### config.mk
export PLATFORM = sky130hd
export DESIGN_NAME = memory_bus_if
export DESIGN_NICKNAME = d
export VERILOG_FILES = /design/src/rtl/memory_bus_if.sv
export SDC_FILE = /design/constraint.sdc
export NUM_CORES = 1
export LEC_CHECK = 0
export ABC_AREA = 0
export CORE_ASPECT_RATIO = 0.5
export CORE_UTILIZATION = 35
export DETAILED_ROUTE_END_ITERATION = 7
export MAX_ROUTING_LAYER = met4
export PLACE_DENSITY_LB_ADDON = 0.3
export SKIP_CTS_REPAIR_TIMING = 1
export SLEW_MARGIN = 20
export SYNTH_ARGS = -nofsm -noshare
export SYNTH_HDL_FRONTEND = slang
export SYNTH_SLANG_ARGS = --single-unit
### constraint.sdc
create_clock -name BUS_CLK -period 6.3 [get_ports BUS_CLK]
set_input_delay 1.26 -clock BUS_CLK [delete_from_list [all_inputs] [get_ports BUS_CLK]]
set_output_delay 1.26 -clock BUS_CLK [all_outputs]
set_load 0.1 [all_outputs]
### src/rtl/memory_bus_if.sv
// memory_bus_if: CPU bus write front end for the BRAMs.
// Turns each bus write into one strobe on CNT/MOD/PWE/STM.
//
// Ports:
//   BUS_CLK, RST (async, active high)
//   EN, WE, BRAM_SELECT[1:0], BRAM_ADDR[13:0], DATA_IN[15:0]
//   CNT_WE/ADDR[13:0]/DIN  controller RAM port
//   MOD_WE/ADDR[14:0]/DIN  mod RAM port, {seg, addr}
//   PWE_WE/ADDR[7:0]/DIN   PWE table port
//   STM_WE/ADDR[18:0]/DIN  STM RAM port, {seg, page, addr}
//   MOD_WR_SEGMENT, STM_WR_SEGMENT, STM_WR_PAGE[3:0]
//   STAT_WR_COUNT[3:0][15:0] with MEMORY_BUS_STATS_EN
//
// Optional feature macro: MEMORY_BUS_STATS_EN
module memory_bus_if #(
  parameter logic [1:0]  SEL_CONTROLLER      = 2'd0,
  parameter logic [1:0]  SEL_MOD             = 2'd1,
  parameter logic [1:0]  SEL_PWE_TABLE       = 2'd2,
  parameter logic [1:0]  SEL_STM             = 2'd3,
  parameter logic [13:0] ADDR_MOD_WR_SEGMENT = 14'h0020,
  parameter logic [13:0] ADDR_STM_WR_SEGMENT = 14'h0050,
  parameter logic [13:0] ADDR_STM_WR_PAGE    = 14'h0051
) (
  input  logic        BUS_CLK,
  input  logic        RST,
  input  logic        EN,
  input  logic        WE,
  input  logic [1:0]  BRAM_SELECT,
  input  logic [13:0] BRAM_ADDR,
  input  logic [15:0] DATA_IN,
  output logic        CNT_WE,
  output logic [13:0] CNT_ADDR,
  output logic [15:0] CNT_DIN,
  output logic        MOD_WE,
  output logic [14:0] MOD_ADDR,
  output logic [15:0] MOD_DIN,
  output logic        PWE_WE,
  output logic [7:0]  PWE_ADDR,
  output logic [15:0] PWE_DIN,
  output logic        STM_WE,
  output logic [18:0] STM_ADDR,
  output logic [15:0] STM_DIN,
  output logic        MOD_WR_SEGMENT,
  output logic        STM_WR_SEGMENT,
  output logic [3:0]  STM_WR_PAGE
`ifdef MEMORY_BUS_STATS_EN
  ,
  output logic [3:0][15:0] STAT_WR_COUNT
`endif
);

  logic        r_wr1;
  logic        r_wr2;
  logic [1:0]  r_sel;
  logic [13:0] r_addr;
  logic [15:0] r_din;
  logic        w_evt;

  // Edge stages reset to 1 so a write still held
  // across reset release never looks like a new edge.
  always_ff @(posedge BUS_CLK or posedge RST) begin
    if (RST) begin
      r_wr1  <= 1'b1;
      r_wr2  <= 1'b1;
      r_sel  <= 2'd0;
      r_addr <= 14'd0;
      r_din  <= 16'd0;
    end else begin
      r_wr1  <= EN & WE;
      r_wr2  <= r_wr1;
      r_sel  <= BRAM_SELECT;
      r_addr <= BRAM_ADDR;
      r_din  <= DATA_IN;
    end
  end

  assign w_evt = r_wr1 & ~r_wr2;

  always_ff @(posedge BUS_CLK or posedge RST) begin
    if (RST) begin
      CNT_WE         <= 1'b0;
      CNT_ADDR       <= 14'd0;
      CNT_DIN        <= 16'd0;
      MOD_WE         <= 1'b0;
      MOD_ADDR       <= 15'd0;
      MOD_DIN        <= 16'd0;
      PWE_WE         <= 1'b0;
      PWE_ADDR       <= 8'd0;
      PWE_DIN        <= 16'd0;
      STM_WE         <= 1'b0;
      STM_ADDR       <= 19'd0;
      STM_DIN        <= 16'd0;
      MOD_WR_SEGMENT <= 1'b0;
      STM_WR_SEGMENT <= 1'b0;
      STM_WR_PAGE    <= 4'd0;
    end else begin
      CNT_WE <= 1'b0;
      MOD_WE <= 1'b0;
      PWE_WE <= 1'b0;
      STM_WE <= 1'b0;
      if (w_evt) begin
        case (r_sel)
          SEL_CONTROLLER: begin
            CNT_WE   <= 1'b1;
            CNT_ADDR <= r_addr;
            CNT_DIN  <= r_din;
            // segment/page shadows take effect
            // on the next mod/STM write
            if (r_addr == ADDR_MOD_WR_SEGMENT)
              MOD_WR_SEGMENT <= r_din[0];
            if (r_addr == ADDR_STM_WR_SEGMENT)
              STM_WR_SEGMENT <= r_din[0];
            if (r_addr == ADDR_STM_WR_PAGE)
              STM_WR_PAGE <= r_din[3:0];
          end
          SEL_MOD: begin
            MOD_WE   <= 1'b1;
            MOD_ADDR <= {MOD_WR_SEGMENT, r_addr};
            MOD_DIN  <= r_din;
          end
          SEL_PWE_TABLE: begin
            PWE_WE   <= 1'b1;
            PWE_ADDR <= r_addr[7:0];
            PWE_DIN  <= r_din;
          end
          SEL_STM: begin
            STM_WE   <= 1'b1;
            STM_ADDR <= {STM_WR_SEGMENT,
                         STM_WR_PAGE, r_addr};
            STM_DIN  <= r_din;
          end
          default: ;
        endcase
      end
    end
  end

`ifdef MEMORY_BUS_STATS_EN
  logic [3:0] w_stb;
  assign w_stb = {STM_WE, PWE_WE, MOD_WE, CNT_WE};

  always_ff @(posedge BUS_CLK or posedge RST) begin
    if (RST) begin
      STAT_WR_COUNT <= '0;
    end else begin
      for (int i = 0; i < 4; i++) begin
        if (w_stb[i] && STAT_WR_COUNT[i] != 16'hFFFF)
          STAT_WR_COUNT[i] <= STAT_WR_COUNT[i] + 16'd1;
      end
    end
  end
`endif

endmodule

==> summary.txt, run 1 <==
Status
  – Outcome: complete, no violations

Floorplan
  – Initial core utilization: a little over a third
  – Core area: approximately 16,000 µm²
  – I/O Pins: ~170
  – Die Span Y: a little over 90 µm
  – Die area: ~17,000 µm²
  – Width of the die: roughly 180 µm
  – Row cnt: 32

Clocking
  – CTS Buffer Depth: 2
  – Later-pin clock latency in the skew report: 0.42 ns
  – Clock transition at path regs: 0.07 ns
  – # clock sinks: between 150 and 200
  – Root buffer cell: clkbuf_16
  – TritonCTS clock tree: yes
  – TritonCTS buffer count: 17
  – H-tree levels: 4

Timing
  – Fmax: approximately 0.31 GHz
  – Final setup fails: 0
  – Tmin final: 3.20 ns
  – Slew margin rel.: between 30% and 40%
  – Setup TNS Final: 0 ns
  – RSZ-0062 raised after global routing: no
  – Fin crit share: between 50 and 60%
  – Setup Skew: 0.0109 ns
  – Final Max Slew Viols: 0
  – Final hold violation count: 0
  – Worst slew pin tran: between 1 and 1.5 ns

Final layout
  – Area grow syn2layout: 44.1%
  – Share of post-route cells with drive strength above 1: approximately a third
  – Most frequent cells in the layout: 165 x clkdlybuf4s50_1, 162 x dfrtp_1, 125 x mux2_2
  – Fin util: 52.6%
  – Filler cells: between 1,000 and 1,500
  – Fin nets: 536
  – Most common cell after layout, fill and taps aside: clkdlybuf4s50_1
  – ANT cells: 0

Synthesis
  – Post-synth top area share: 70.7%
  – Cell area after synthesis: 5730 µm²
  – Synth warnings: 0
  – Leading area contributor after synthesis: dfrtp_1
  – Synth Instances: ~320
  – Syn_nets: 360
  – Syn Area/Cell: between 15 and 20 µm²
  – Synth Register Bits: approximately 160
  – Synth area leaders: dfrtp_1 71%, mux2_2 25%, buf_2 0.96%
  – Sequential fraction of the synthesis area: a little over 70%
  – Unique masters post-synth: 21

Global routing
  – First-pass GRT wire length: approximately 20,000 µm
  – Largest net degree at the start of global routing: 64
  – GRT Overall Usage: between 10% and 20%
  – Total grt overflow: 0
  – Vias in the first global route: around 3,600
  – Initial antenna violation count: 0

Pwr
  – Register share of total power: 30.9%
  – P_int: 0.00231 W
  – Switching power: between 0.002 and 0.0025 W
  – Leak: between 3 and 4 nW
  – Max VDD drop: ~0.22 mV
  – Clock share of power: between 20% and 30%
  – Comb power frac: around 44%
  – Switching share of power: between 40 and 50%
  – Power per cell area: around 530 nW/µm²

Drt
  – Initial DRT Pass Iterations: 6
  – DRC: 0
  – DR iter-0 viols: between 90 and 100
  – Vias per cell: 4.51
  – ANT nets after route: 0
  – Drt wl/cell: 16.8 µm
  – Vias: 3,307
  – Final wirelength: 12,300 µm

Setup path
  – Crit path kind: reg -> out
  – Crit path from: MOD_WR_SEGMENT$_DFFE_PP0P_
  – CP max stage delay: 1.14 ns
  – Crit Reg-Reg Endpoint: MOD_DIN[6]$_DFFE_PP0P_
  – Cell chain of the critical path: clkdlybuf4s50_1
  – Crit path DAT: ~1.9 ns
  – Crit path depth: 1
  – R2R Path Start: r_wr1$_DFF_PP1_
  – Register-to-register setup slack: approximately 4.1 ns
  – Critical Path Sink: MOD_WR_SEGMENT
  – Worst Path Buf+Inv: 1
  – Crit path max-delay family: buffers and inverters
  – CP Launch Type: register
  – Slowest CP cell: clkdlybuf4s50_1
  – Worst r2r path cells: 3
  – CP endpoint kind: output port
  – Worst Path Max Fanout: 3
  – Required time worst endpoint: just over 5 ns

Placement
  – I/O Buffers: 165
  – HPWL Detailed: between 8000 and 9000 µm
  – GPL Wtd Cong: 0.743

Flow run
  – Number of max-cap violations: 0

Hold path
  – Worst min path class: reg -> reg
per-stage QoR:
| step | hold WS, ns | std cells | setup slack [ns] | instance area [µm²] | power, W |
|---|---|---|---|---|---|
| detailed placement | 0.369 | 702 | 3.39 | 7640 | 0.00330 |
| global placement | 0.367 | 702 | 3.39 | 7640 | 0.00329 |
| finish | 0.379 | 733 | 3.10 | 8260 | 0.00435 |
| global route | 0.386 | 733 | 3.04 | 8260 | 0.00450 |
| CTS | 0.382 | 733 | 3.07 | 8260 | 0.00440 |
| floorplan | 0.359 | 324 | 0.610 | 5730 | 0.00284 |
power by group through the flow:
stage                     Clock [W]  Sequential, W  Combinational (W)
final                       0.00108        0.00135            0.00193
after global routing        0.00116        0.00137            0.00197
after CTS                   0.00111        0.00135            0.00194
after detailed placement          0        0.00137            0.00194
after global placement            0        0.00136            0.00193
after floorplan                   0        0.00265           0.000184
worst min path at each step:
stage | startpoint | to | cells past startpoint
final | r_wr1$_DFF_PP1_ | r_wr2$_DFF_PP1_ | 0
after global routing | r_wr1$_DFF_PP1_ | r_wr2$_DFF_PP1_ | 0
after CTS | r_wr1$_DFF_PP1_ | r_wr2$_DFF_PP1_ | 0
after detailed placement | r_wr1$_DFF_PP1_ | r_wr2$_DFF_PP1_ | 0
after global placement | r_wr1$_DFF_PP1_ | r_wr2$_DFF_PP1_ | 0
after floorplan | r_wr1$_DFF_PP1_ | r_wr2$_DFF_PP1_ | 0
kinds of logic (layout without fill, tap and decap cells):
family | count (synthesis) | in the layout | share of synthesized area (%)
DFF | 164 | 164 | 71.6
muxes | 125 | 125 | 24.6
and+or+nand+nor | 19 | 19 | 2.51
buffers and inverters | 15 | 203 | 1.22
AOI/OAI and AO/OA | 1 | 1 | 0.0872
cell type report:
cell class                      count  area [µm²]  share of cell area (%)
Inverter                            3        16.3                   0.197
Clock inverter                     14         191                    2.32
Tap cell                          221         277                    3.35
Timing Repair Buffer              169        1680                    20.4
Sequential cell                   164        4110                    49.7
Multi-Input combinational cell    145        1560                    18.9
Clock buffer                       17         425                    5.15
Yosys cell counts (all sizes together):
cell    count
dfrtp     162
mux2      125
buf        11
nor4        4
inv         3
nand2       3
nor2        3
dfstp       2
nand3       2
and2        1
and3b       1
clkbuf      1
nand2b      1
nand3b      1
nor2b       1
nor3        1
nor4b       1
o21ai       1
per-layer routing:
layer	global-route usage, %	routed length (µm)
met1	20.8	5580
met5	-	0
met2	26.1	6360
met3	3.54	310
met4	4.79	90
flip-flops by register name, indices dropped and copies added, names as in the netlist, 2 cells and up:
| register | count |
|---|---|
| MOD_DIN | 16 |
| PWE_ADDR | 8 |
| MOD_ADDR | 15 |
| STM_WR_PAGE | 4 |
| r_sel | 2 |
| CNT_DIN | 16 |
| r_addr | 14 |
| STM_DIN | 16 |
| STM_ADDR | 19 |
| r_din | 16 |
| CNT_ADDR | 14 |
| PWE_DIN | 16 |
(Power assumes the default switching activity.)
==> run 2, diff against run 1 <==
Clock period 6.3 ns to 2.6 ns, I/O delays scaled along.
==> run 2 against run 1 <==
  * Clock skew is essentially flat
  * Highest routed layer unchanged
  * Critical endpoint is now STM_WR_PAGE[1]$_DFFE_PP0P_
  * Count of clock-buffer cells in the layout grew 3
  * Critical path type is now reg -> reg
  * Non-clock buffer count grew 9
  * Sequential share of layout area grew 1.1 points
==> summary.txt, run 2 (synthesis gave the netlist of run 1 again) <==
Placement
  – HPWL Detailed: 8920 µm (+7.2%)
  – Placed cell count: 711 (+1.3%)
  – I/O Buffers: 165 (unchanged)
  – Placed inst area: 7450 µm² (-2.6%)
  – GPL Wtd Cong: 0.724 (-2.5%)

Setup path
  – Required time worst endpoint: 2.89 ns (-2.15 ns)
  – Worst r2r path cells: 4 (+1)
  – Crit path DAT: 2.19 ns (+0.25 ns)
  – Crit path from: r_addr[8]$_DFF_PP0_
  – Worst Path Max Fanout: 4 (+1)
  – Crit path kind: reg -> reg
  – R2R Path Start: r_addr[8]$_DFF_PP0_
  – CP Launch Type: register
  – CP endpoint kind: register

Flow run
  – Number of max-cap violations: 0 (unchanged)

Timing
  – Setup TNS Final: 0 ns (unchanged)
  – Final setup fails: 0 (unchanged)
  – Slew margin rel.: 61.4% (+29 points)
  – Final Max Slew Viols: 0 (unchanged)
  – Worst slew pin tran: 0.578 ns (-0.435 ns)
  – Tmin final: between 1.5 and 2 ns
  – RSZ-0062 raised after global routing: no
  – Final hold violation count: 0 (unchanged)
  – Fin crit share: between 70% and 80%
  – Fmax: 0.527 GHz
  – Setup Skew: 0.0113 ns (+0.000358 ns)

Final layout
  – Fin nets: 545 (+1.7%)
  – Post-route cell area: 8080 µm² (-2.2%)
  – Multi-input gate area: 1560 µm² (unchanged)
  – Max FFs per register: 19 (unchanged)
  – Filler cells: 1,360 (+2.5%)
  – Most frequent cells in the layout: 162 x dfrtp_1, 138 x buf_4, 125 x mux2_2
  – Register area: 4110 µm² (unchanged)
  – Most common cell after layout, fill and taps aside: dfrtp_1
  – Fin util: 51.5% (-1.2 points)
  – Share of post-route cells with drive strength above 1: 58.7% (+26 points)
  – ANT cells: 0 (unchanged)
  – Final cell count without fillers: 742 (+1.2%)
  – Area grow syn2layout: 40.9%
  – Largest register by flop count: STM_ADDR

Pwr
  – Max VDD drop: 0.618 mV (+180%)
  – Power per cell area: 1300 nW/µm² (+150%)
  – Leak: 3.75 nW (+6.4%)

Drt
  – M1 WL: 5690 µm (+1.9%)
  – Final wirelength: 12,700 µm (+3.0%)
  – Vias: 3,357 (+1.5%)
  – Uppermost layer routed: met4
  – Routed wl met2: 6480 µm (+1.8%)
  – Routed length on met3: 427 µm (+38%)
  – DRC: 0 (unchanged)
  – ANT nets after route: 0 (unchanged)
  – Drt wl/cell: 17.1 µm (+1.7%)
  – Vias per cell: 4.52 (+0.28%)
  – DR iter-0 viols: 91 (-4.2%)
  – Initial DRT Pass Iterations: 4 (-2)

Global routing
  – Total grt overflow: 0 (unchanged)
  – First-pass GRT wire length: 20,100 µm (+0.10%)
  – Largest net degree at the start of global routing: 45 (-30%)
  – Initial antenna violation count: 0 (unchanged)
  – Vias in the first global route: 3,528 (-0.98%)
  – GRT Overall Usage: 16.3% (+0.018 points)

Clocking
  – Root buffer cell: clkbuf_16
  – # clock sinks: 164 (unchanged)
  – TritonCTS buffer count: 17 (unchanged)
  – TritonCTS clock tree: yes
  – H-tree levels: 4 (unchanged)
  – CTS Buffer Depth: 2 (unchanged)
  – Later-pin clock latency in the skew report: 0.41 ns (about the same)
  – Clock transition at path regs: 0.06 ns (about the same)

Floorplan
  – Die area: 16,900 µm² (unchanged)
  – I/O Pins: 166 (unchanged)
  – Core area: 15,700 µm² (unchanged)
  – Row cnt: 32 (unchanged)
  – Die Span Y: 92.5 µm (unchanged)
  – Width of the die: 183 µm (unchanged)
  – Initial core utilization: 36.5% (unchanged)

Hold path
  – Worst min path class: reg -> reg
  – Hold Startpoint: r_wr1$_DFF_PP1_
  – Worst Hold Depth: 0 (unchanged)

Status
  – Outcome: complete, no violations
==> run 2: final cells by class <==
type / count / share of cell area, %
multi-input cells: 145 / 19.3
repair buffers: 178 / 18.4
well taps: 221 / 3.42
clock inverters: 11 / 2.17
clock buffers: 20 / 5.65
inverters: 3 / 0.186
flip-flops and latches: 164 / 50.8
==> run 2: worst paths after layout <==
check	to	slack (ns)
max	STM_WR_PAGE[1]$_DFFE_PP0P_	0.70
max in group asynchronous	r_wr1$_DFF_PP1_	1.43
min	r_wr2$_DFF_PP1_	0.37
max reg2reg	STM_WR_PAGE[1]$_DFFE_PP0P_	0.70
min reg2reg	r_wr2$_DFF_PP1_	0.37
min in group asynchronous	CNT_DIN[4]$_DFFE_PP0P_	0.52
==> run 2: metal layers <==
layer | vias up | track usage [%]
li1 | 1504 | -
met1 | 1781 | 21.2
met2 | 61 | 25.8
met3 | 11 | 3.66
met4 | 0 | 4.58
met5 | - | -
==> run 2: through the flow <==
step	total power (W)	setup WS [ns]	hold slack [ns]
2_1_floorplan	0.00688	-0.00316	0.359
3_3_place_gp	0.00784	0.714	0.360
3_5_place_dp	0.00788	0.657	0.368
4_1_cts	0.0106	0.657	0.377
5_1_grt	0.0108	0.534	0.382
6_report	0.0105	0.702	0.373
==> run 2: where the power goes <==
group          leakage [nW]  switching [W]  internal (W)  total, W
Clock                 0.303        0.00101       0.00166   0.00267
Sequential             1.99       0.000273       0.00301   0.00328
Combinational          1.45        0.00360      0.000918   0.00452
Total                  3.75        0.00488       0.00559    0.0105
==> run 2: worst max-delay path, cell delays in order (launching register included) <==
cell and delay (ns):
dfrtp_1 0.41, nor4_1 0.31, nand3_1 0.22, nor4_4 0.46
mux2_2 0.38
